File: src/rtl/led_pkg.sv
// Shared definitions for the multiplexed 7-segment scanner: FSM encoding,
// segment bit order and the active-high hex glyph table.
package led_pkg;

    typedef enum logic {
        ST_SHOW = 1'b0,
        ST_GAP  = 1'b1
    } state_t;

    // seg[SEG_A] is segment a, seg[SEG_G] is segment g
    localparam int SEG_A = 0;
    localparam int SEG_G = 6;
    localparam int SEG_W = SEG_G - SEG_A + 1;

    // Glyphs in {g,f,e,d,c,b,a} order, 1 = segment lit
    localparam logic [SEG_W-1:0] HEX_SEG [16] = '{
        7'b0111111, 7'b0000110, 7'b1011011, 7'b1001111,
        7'b1100110, 7'b1101101, 7'b1111101, 7'b0000111,
        7'b1111111, 7'b1101111, 7'b1110111, 7'b1111100,
        7'b0111001, 7'b1011110, 7'b1111001, 7'b1110001
    };

    function automatic logic [SEG_W-1:0] hex_seg(input logic [3:0] nibble);
        return HEX_SEG[nibble];
    endfunction

endpackage

File: src/rtl/led_scan_hex7seg.sv
// Combinational nibble-to-segment decoder, active-high, no blanking.
module hex7seg
    import led_pkg::*;
(
    input  logic [3:0]       nibble,
    output logic [SEG_W-1:0] seg
);

    assign seg = hex_seg(nibble);

endmodule

File: src/rtl/led_scan.sv
// Four-digit multiplexed 7-segment driver stepped by clkled rising levels,
// with a blank gap between digits and a once-per-frame shadow latch.
module led_scan
    import led_pkg::*;
#(
    parameter int NDIGITS    = 4,
    parameter int GAP_CYCLES = 16,
    parameter bit ACTIVE_LOW = 1'b1
) (
    input  logic                   clk,
    input  logic                   rst,
    input  logic                   clkled,
    input  logic [4*NDIGITS-1:0]   value,
    input  logic [NDIGITS-1:0]     dp,
    input  logic                   blank_lz,
    output logic [SEG_W-1:0]       seg,
    output logic                   dpo,
    output logic [NDIGITS-1:0]     an,
    output logic                   frame
);

    localparam logic [7:0]         GAP_LOAD = 8'(GAP_CYCLES - 1);
    localparam logic [SEG_W-1:0]   SEG_POL  = {SEG_W{ACTIVE_LOW}};
    localparam logic [NDIGITS-1:0] AN_POL   = {NDIGITS{ACTIVE_LOW}};

    state_t                 state_reg, state_next;
    logic [7:0]             cnt_reg, cnt_next;
    logic [1:0]             idx_reg, idx_next;
    logic                   latch_next;
    logic                   prev_reg;
    logic                   tick;

    logic [4*NDIGITS-1:0]   sh_value_reg;
    logic [NDIGITS-1:0]     sh_dp_reg;
    logic                   sh_blz_reg;
    logic                   frame_pend_reg;

    logic [SEG_W-1:0]       seg_reg;
    logic                   dpo_reg;
    logic [NDIGITS-1:0]     an_reg;
    logic                   frame_reg;

    logic [3:0]             cur_nibble;
    logic [SEG_W-1:0]       dec_seg;
    logic [NDIGITS-1:0]     blank_vec;
    logic [SEG_W-1:0]       seg_on;
    logic [NDIGITS-1:0]     an_on;
    logic                   dp_on;

    assign tick = clkled & ~prev_reg;

    always_ff @(posedge clk) begin
        if (rst) begin
            state_reg <= ST_GAP;
            cnt_reg   <= '0;
            idx_reg   <= 2'd3;
        end else begin
            state_reg <= state_next;
            cnt_reg   <= cnt_next;
            idx_reg   <= idx_next;
        end
    end

    // Ticks seen during GAP are dropped, not queued
    always_comb begin
        state_next = state_reg;
        cnt_next   = cnt_reg;
        idx_next   = idx_reg;
        latch_next = 1'b0;
        case (state_reg)
            ST_SHOW: begin
                if (tick) begin
                    state_next = ST_GAP;
                    cnt_next   = GAP_LOAD;
                end
            end
            ST_GAP: begin
                if (cnt_reg == 8'd0) begin
                    idx_next   = idx_reg + 2'd1;
                    state_next = ST_SHOW;
                    latch_next = (idx_reg == 2'd3);
                end else begin
                    cnt_next = cnt_reg - 8'd1;
                end
            end
            default: state_next = ST_GAP;
        endcase
    end

    // Digit i >= 1 blanks when it and every digit to its left is zero
    generate
        for (genvar gi = 0; gi < NDIGITS; gi++) begin : g_blank
            if (gi == 0) begin : g_first
                assign blank_vec[gi] = 1'b0;
            end else begin : g_upper
                assign blank_vec[gi] = sh_blz_reg & ~|sh_value_reg[4*NDIGITS-1:4*gi];
            end
        end
    endgenerate

    assign cur_nibble = sh_value_reg[{idx_reg, 2'b00} +: 4];

    hex7seg u_dec (
        .nibble (cur_nibble),
        .seg    (dec_seg)
    );

    always_comb begin
        seg_on = '0;
        an_on  = '0;
        dp_on  = 1'b0;
        if (state_reg == ST_SHOW) begin
            seg_on = blank_vec[idx_reg] ? '0 : dec_seg;
            an_on  = NDIGITS'(1) << idx_reg;
            dp_on  = sh_dp_reg[idx_reg];
        end
    end

    // Outputs trail the FSM by one cycle; the frame pulse is delayed to match
    always_ff @(posedge clk) begin
        if (rst) begin
            prev_reg       <= 1'b0;
            sh_value_reg   <= '0;
            sh_dp_reg      <= '0;
            sh_blz_reg     <= 1'b0;
            frame_pend_reg <= 1'b0;
            frame_reg      <= 1'b0;
            seg_reg        <= SEG_POL;
            dpo_reg        <= ACTIVE_LOW;
            an_reg         <= AN_POL;
        end else begin
            prev_reg       <= clkled;
            frame_pend_reg <= latch_next;
            frame_reg      <= frame_pend_reg;
            if (latch_next) begin
                sh_value_reg <= value;
                sh_dp_reg    <= dp;
                sh_blz_reg   <= blank_lz;
            end
            seg_reg <= seg_on ^ SEG_POL;
            dpo_reg <= dp_on ^ ACTIVE_LOW;
            an_reg  <= an_on ^ AN_POL;
        end
    end

    assign seg   = seg_reg;
    assign dpo   = dpo_reg;
    assign an    = an_reg;
    assign frame = frame_reg;

endmodule

File: config.mk
export PLATFORM = sky130hd
export DESIGN_NAME = led_scan
export DESIGN_NICKNAME = d
export VERILOG_FILES = /design/src/rtl/led_pkg.sv /design/src/rtl/led_scan_hex7seg.sv /design/src/rtl/led_scan.sv
export SDC_FILE = /design/constraint.sdc
export NUM_CORES = 1
export LEC_CHECK = 0
export ABC_AREA = 1
export BUFFER_PORTS_ARGS = -buffer_cell sky130_fd_sc_hd__buf_2
export CORE_MARGIN = 3
export CORE_UTILIZATION = 39
export DETAILED_ROUTE_END_ITERATION = 12
export SLEW_MARGIN = 20
export SYNTH_ARGS = -nofsm -noshare
export SYNTH_HDL_FRONTEND = slang
export SYNTH_HIERARCHICAL = 1
export SYNTH_SLANG_ARGS = --single-unit
File: constraint.sdc
create_clock -name clk -period 3.3 [get_ports clk]
set_clock_uncertainty 0.15 [all_clocks]
set_input_delay 0.495 -clock clk [delete_from_list [all_inputs] [get_ports clk]]
set_output_delay 0.495 -clock clk [all_outputs]
set_load 0.005 [all_outputs]
# After elaboration in Yosys (flattened, before gate mapping)
# Memory sizes are Yosys's and may differ from the RTL's.
# Index checks and enable logic that the tools add are counted.
classes:
  n_eq_ne: 3
  reduce_logical: 9
  n_div: 0
  n_lt_le_gt_ge: 2
  n_bitwise: 10
  add_sub_neg: 2
  shifts: 2
  n_mul: 0
  mux: 18
ops:
  columns: ["cell", "n"]
  rows:
  - ["$mux W7", 4]
  - ["$mux W8", 2]
  - ["$pmux W8 S2", 1]
  - ["$shiftx A16 B5 Y4", 1]
  - ["$reduce_or A12 Y1", 1]
  - ["$logic_not A8 Y1", 1]
  - ["$reduce_or A8 Y1", 1]
  - ["$sub A8 B1 Y8 const B", 1]
  - ["$mux W1", 7]
  - ["$not A7 Y7", 1]
  - ["$ge A5 B5 Y1 const B", 1]
  - ["$not A4 Y5", 1]
  - ["$and A1 B1 Y1", 4]
  - ["$bmux W1 S2", 2]
  - ["$mux W4", 1]
  - ["$ne A2 B2 Y1 const B", 2]
  - ["$not A4 Y4", 1]
  - ["$reduce_and A2 Y1", 2]
  - ["$reduce_or A4 Y1", 1]
  - ["$shl A1 B2 Y4 const A", 1]
  - ["$logic_not A1 Y1", 3]
  - ["$lt A2 B3 Y1 const B", 1]
  - ["$not A1 Y1", 3]
  - ["$add A2 B1 Y2 const B", 1]
  - ["other kinds (2)", 2]
word_totals:
  latch_bits: 0
  ff_bits: 47
  mem_bits_rw: 0
  wordCells: 59
  rom_bits: 112
  mem_count: 1
memory_table:
  columns: ["memory", "words", "word_bits", "read_ports", "rd_clocked_by_memory_dff", "wr", "line_no", "rtl"]
  rows:
  - ["(no name shown)", 16, 7, 1, 0, 0, "led_pkg.sv:24", "return HEX_SEG[nibble];"]

# Longest topological paths before layout
depth:
  ltp_word: 8
  depth_mapped: 13
  depth_no_buf: 11

# Cells and area by module
# The synthesis kept the hierarchy.
modules_own_cells:
  columns: ["mod", "seq_area_each_um2", "n_inst", "area_per_inst_um2", "cells_per_inst"]
  rows:
  - ["led_scan", 940.9, 1, 1975.6, 260]
  - ["hex7seg", 0.0, 1, 270.3, 52]

# Worst setup path before layout
# OpenSTA, ideal clock, no wires.
synth_path:
  kind: "reg2reg"
  from: "register idx_reg[0]"
  to: "register seg_reg[3] (netlist: seg[3])"
  required_time_ns: 3.020
  period_less_slack_ns: 2.259
  n_path_buf: 2
  path_stages_with_launch: 13
  slack_ns: 1.041
  setup_ns: 0.130
  t_arrival_ns: 1.979
  cell_sequence: "dfxtp_1 -> buf_2 -> inv_1 -> clkbuf_1 -> a21oi_1 -> a21oi_1 -> inv_1 -> ha_1 -> nand2_1 -> o21ai_0 -> nand2_1 -> nand2_1 -> nand3_1"
synth_via:
  elab_chain_cells: 8
  elab_cells_between_ends: 10
synth_lines:
  columns: ["element", "line_no", "rtl"]
  rows:
  - ["from (decl)", "led_scan.sv:28", "logic [1:0] idx_reg, idx_next;"]
  - ["from (signal assigned)", "led_scan.sv:60", "idx_reg <= idx_next;"]
  - ["$shiftx A16 B5 Y4", "led_scan.sv:101", "assign cur_nibble = sh_value_reg[{idx_reg, 2'b00} +: 4];"]
  - ["named net cur_nibble[1]", "led_scan.sv:43", "logic [3:0] cur_nibble;"]
  - ["$not A4 Y5 (not written as such)", "led_pkg.sv:24", null]
  - ["$mem_v2 Z16 W7", null, null]
  - ["$mux W7 (not written as such) (2 in series)", "led_pkg.sv:24", null]
  - ["named net dec_seg[3]", "led_scan.sv:44", "logic [SEG_W-1:0] dec_seg;"]
  - ["$mux W7", "led_scan.sv:113", "seg_on = blank_vec[idx_reg] ? '0 : dec_seg;"]
  - ["$mux W7", "led_scan.sv:112", "if (state_reg == ST_SHOW) begin"]
  - ["$not A7 Y7 (no line)", null, null]
  - ["to (signal assigned)", "led_scan.sv:140", "seg_reg <= seg_on ^ SEG_POL;"]
  - ["to (decl)", "led_scan.sv:38", "logic [SEG_W-1:0] seg_reg;"]
# The timed path passes the listed nets, and every way through them passes these cells. The select of a mux whose other input is x is not followed.
# A chain may end at the register's enable or synchronous reset.

# Worst setup path after layout
# Same ends and word-level chain as after synthesis.

==> results.sh <==
export IMPL_largest_reg_flops=16
export IMPL_clk_path_buf_depth=2
export IMPL_clk_latency_ns=0.30
export IMPL_synth_top_family_by_area="simple AND/OR/NAND/NOR gates"
export IMPL_finish_utilization=0.4571
export IMPL_rsz0062_at_grt="false"
export IMPL_p_leak_nw=1.164
export IMPL_hold_viol_final=0
export IMPL_final_layout_size_suffix_gt1_frac=0.1507
export IMPL_intPower_mw=1.427
export IMPL_cp_slowest_cell="dfxtp_1"
export IMPL_synth_seq_cells=47
export IMPL_wl_um=4604
export IMPL_postCtsSetupBuffers=0
export IMPL_hold_buffers=0
export IMPL_wl_per_cell_um=11.04
export IMPL_power_total_mw=2.660
export IMPL_clk_pin_slew_ns=0.09
export IMPL_p_sw_frac=0.4637
export IMPL_yosys_warnings=6
export IMPL_cts_tree="built"
export IMPL_grt_overflow_total=0
export IMPL_period_share=0.7592
export IMPL_yosys_cell_types_count=24
export IMPL_cts_root_buf="clkbuf_8"
export IMPL_synthCells=312
export IMPL_synthXorXnorAreaFrac=0
export IMPL_coreArea_um2=5540
export IMPL_cp_required_ns=3.31
export IMPL_syn_area_um2=2246
export IMPL_path_cells="inv_1 > o21ai_0 > a21oi_1 > a21oi_1 > inv_1 > ha_1 > nand2_1 > o21ai_0 > nand2_1 > nand2_1 > nand3_1"
export IMPL_cap_violations=0
export IMPL_start_util=0.4054
export IMPL_p_sw_mw=1.233
export IMPL_critPathTopFamily="compound AO/OA/AOI/OAI gates"
export IMPL_chipHeight_um=81.89
export IMPL_path_buf_inv=2
export IMPL_fin_setup_tns_ns=0
export IMPL_antenna_cells=0
export IMPL_grt_pass1_vias=1856
export IMPL_slew_limit_headroom=0.5329
export IMPL_fin_crit_ns=2.505
export IMPL_seqPwrFrac=0.342
export IMPL_hold_path_class="flop to flop"
export IMPL_fmax_mhz=399.1
export IMPL_port_buffer_count=36
export IMPL_clkPwrFrac=0.127
export IMPL_synth_compound_area_frac=0.1499
export IMPL_synth_mux_area_frac=0
export IMPL_routabilityCongestion=0.8733
export IMPL_crit_path_frequent_cell="nand2_1"
export IMPL_ant_nets=0
export IMPL_status="finished clean"
export IMPL_cts_resized_gates=0
export IMPL_cp_data_arrival_time_ns=2.52
export IMPL_path_class="flop to flop"
export IMPL_vias_per_cell=4.643
export IMPL_slew_violations=0
export IMPL_cts_sinks=47
export IMPL_fin_nets=381
export IMPL_yosys_area_share_simple=0.2613
export IMPL_end_kind="flop"
export IMPL_core_rowCount=27
export IMPL_start_kind="flop"
export IMPL_grtUsageTotal=0.1524
export IMPL_numCtsBuffers=5
export IMPL_via_count=1936
export IMPL_grt_max_degree=31
export IMPL_place_ws_ns=0.8101
export IMPL_ir_drop_v=0.0003700
export IMPL_dieArea_um2=6705
export IMPL_syn_area_per_cell_um2=7.198
export IMPL_worst_pin_slew_ns=0.6980
export IMPL_worst_slack_ns=0.7946
export IMPL_die_w_um=81.89
export IMPL_detail_route_first_pass_iterations=4
export IMPL_critPathMaxStageDelay_ns=0.51
export IMPL_p_comb_frac=0.531
export IMPL_syn_num_nets=349
export IMPL_power_density_nw_per_um2=1050
export IMPL_syn2layout_area_growth_pct=12.76
export IMPL_drt_iter0_markers=90
export IMPL_antenna_found_initial=0
export IMPL_worstPathMaxFanout=17
export IMPL_synth_adder_area_share=0.07242
export IMPL_drc=0
export IMPL_grt_pass1_wl_um=8114
export IMPL_post_dp_hpwl_um=3440
export IMPL_htree_levels=2
export IMPL_synth_seq_area_share=0.4189
export IMPL_ioPinCount=37
export IMPL_setup_violations=0
-- path summary, 6_finish.rpt --
path / from / endpoint / slack, ns / cells past startpoint
setup / recovery: idx_reg[0]$_SDFFE_PP1P_ / seg[3]$_SDFF_PP1_ / 0.79 / 11
hold / removal: frame_pend_reg$_SDFF_PP0_ / frame$_SDFF_PP0_ / 0.26 / 2
setup reg to reg: idx_reg[0]$_SDFFE_PP1P_ / seg[3]$_SDFF_PP1_ / 0.79 / 11
hold reg to reg: frame_pend_reg$_SDFF_PP0_ / frame$_SDFF_PP0_ / 0.26 / 2
-- synth_stat cells --
cell type,n,area [um^2]
nand2_4,2,22.52
o21ai_1,2,10.01
buf_4,2,15.01
nand2_1,57,214.0
clkbuf_1,7,26.28
inv_2,2,7.510
nor2_1,48,180.2
inv_1,37,138.9
nand3_1,19,95.09
buf_6,1,11.26
o22ai_1,1,6.260
ha_1,13,162.7
nand4_1,3,18.77
nor2_4,1,11.26
dfxtp_1,47,940.9
buf_2,1,5.000
o21ai_0,39,195.2
a21oi_1,22,110.1
nor2_8,1,20.02
nand2_2,2,12.51
o31ai_1,2,15.01
buf_8,1,15.01
nor4_1,1,6.260
nor2_2,1,6.260
-- cell type report --
| class | instances | area, um^2 |
|---|---|---|
| multi-input combinational | 214 | 1086 |
| timing repair buffer | 37 | 187.7 |
| clock inverter | 1 | 5.005 |
| tap | 72 | 90.09 |
| inverter | 39 | 146.4 |
| sequential | 47 | 940.9 |
| fill | 595 | 3008 |
| clock buffer | 7 | 76.32 |
-- placed cells by master (no fill, tap or decap) --
cell type,instances
nand2_2,2
nor2_2,1
clkbuf_1,2
clkbuf_8,5
o22ai_1,1
nor2_8,1
o21ai_0,39
nor4_1,1
buf_4,1
nand4_1,3
nand2_4,2
nand2_1,57
a21oi_1,22
inv_2,2
o21ai_1,2
nand3_1,19
nor2_1,48
inv_1,37
nor2_4,1
buf_2,36
o31ai_1,2
dfxtp_1,47
clkinv_2,1
ha_1,13
-- worst min-delay path: cells and delay by family (launching register included) --
kind          cells  cell delay, ns
flops             1            0.31
buf+inv           1            0.04
simple gates      1            0.03
-- logic make-up after synthesis --
family,Yosys count
buffers and inverters,51
adders and majority gates,13
AOI/OAI and AO/OA,66
DFF,47
and+or+nand+nor,135
-- metrics by stage --
stage / hold slack, ns / cells / area [um^2]
floorplan: 0.2383 / 312 / 2246
global placement: 0.2398 / 409 / 2451
detailed placement: 0.2479 / 409 / 2451
CTS: 0.2590 / 417 / 2532
global route: 0.2683 / 417 / 2532
finish: 0.2617 / 417 / 2532
-- routing by layer --
metal | part of all wire | GRT usage | wire length [um] | vias up
met2 | 0.46 | 0.2569 | 2137 | 29
met3 | 0.044 | 0.03838 | 201 | 4
li1 | - | - | - | 1055
met5 | 0 | 0 | 0 | -
met4 | 0.0096 | 0.04651 | 44 | 0
met1 | 0.48 | 0.1900 | 2221 | 848
-- power groups by stage --
stage	Combinational [mW]	Sequential [mW]	Clock [mW]
4_1_cts	1.43	0.911	0.348
5_1_grt	1.68	0.937	0.373
6_report	1.41	0.909	0.337
3_3_place_gp	1.41	0.921	0
3_5_place_dp	1.43	0.924	0
2_1_floorplan	1.21	0.881	0
Power figures use the tool's default switching activity.
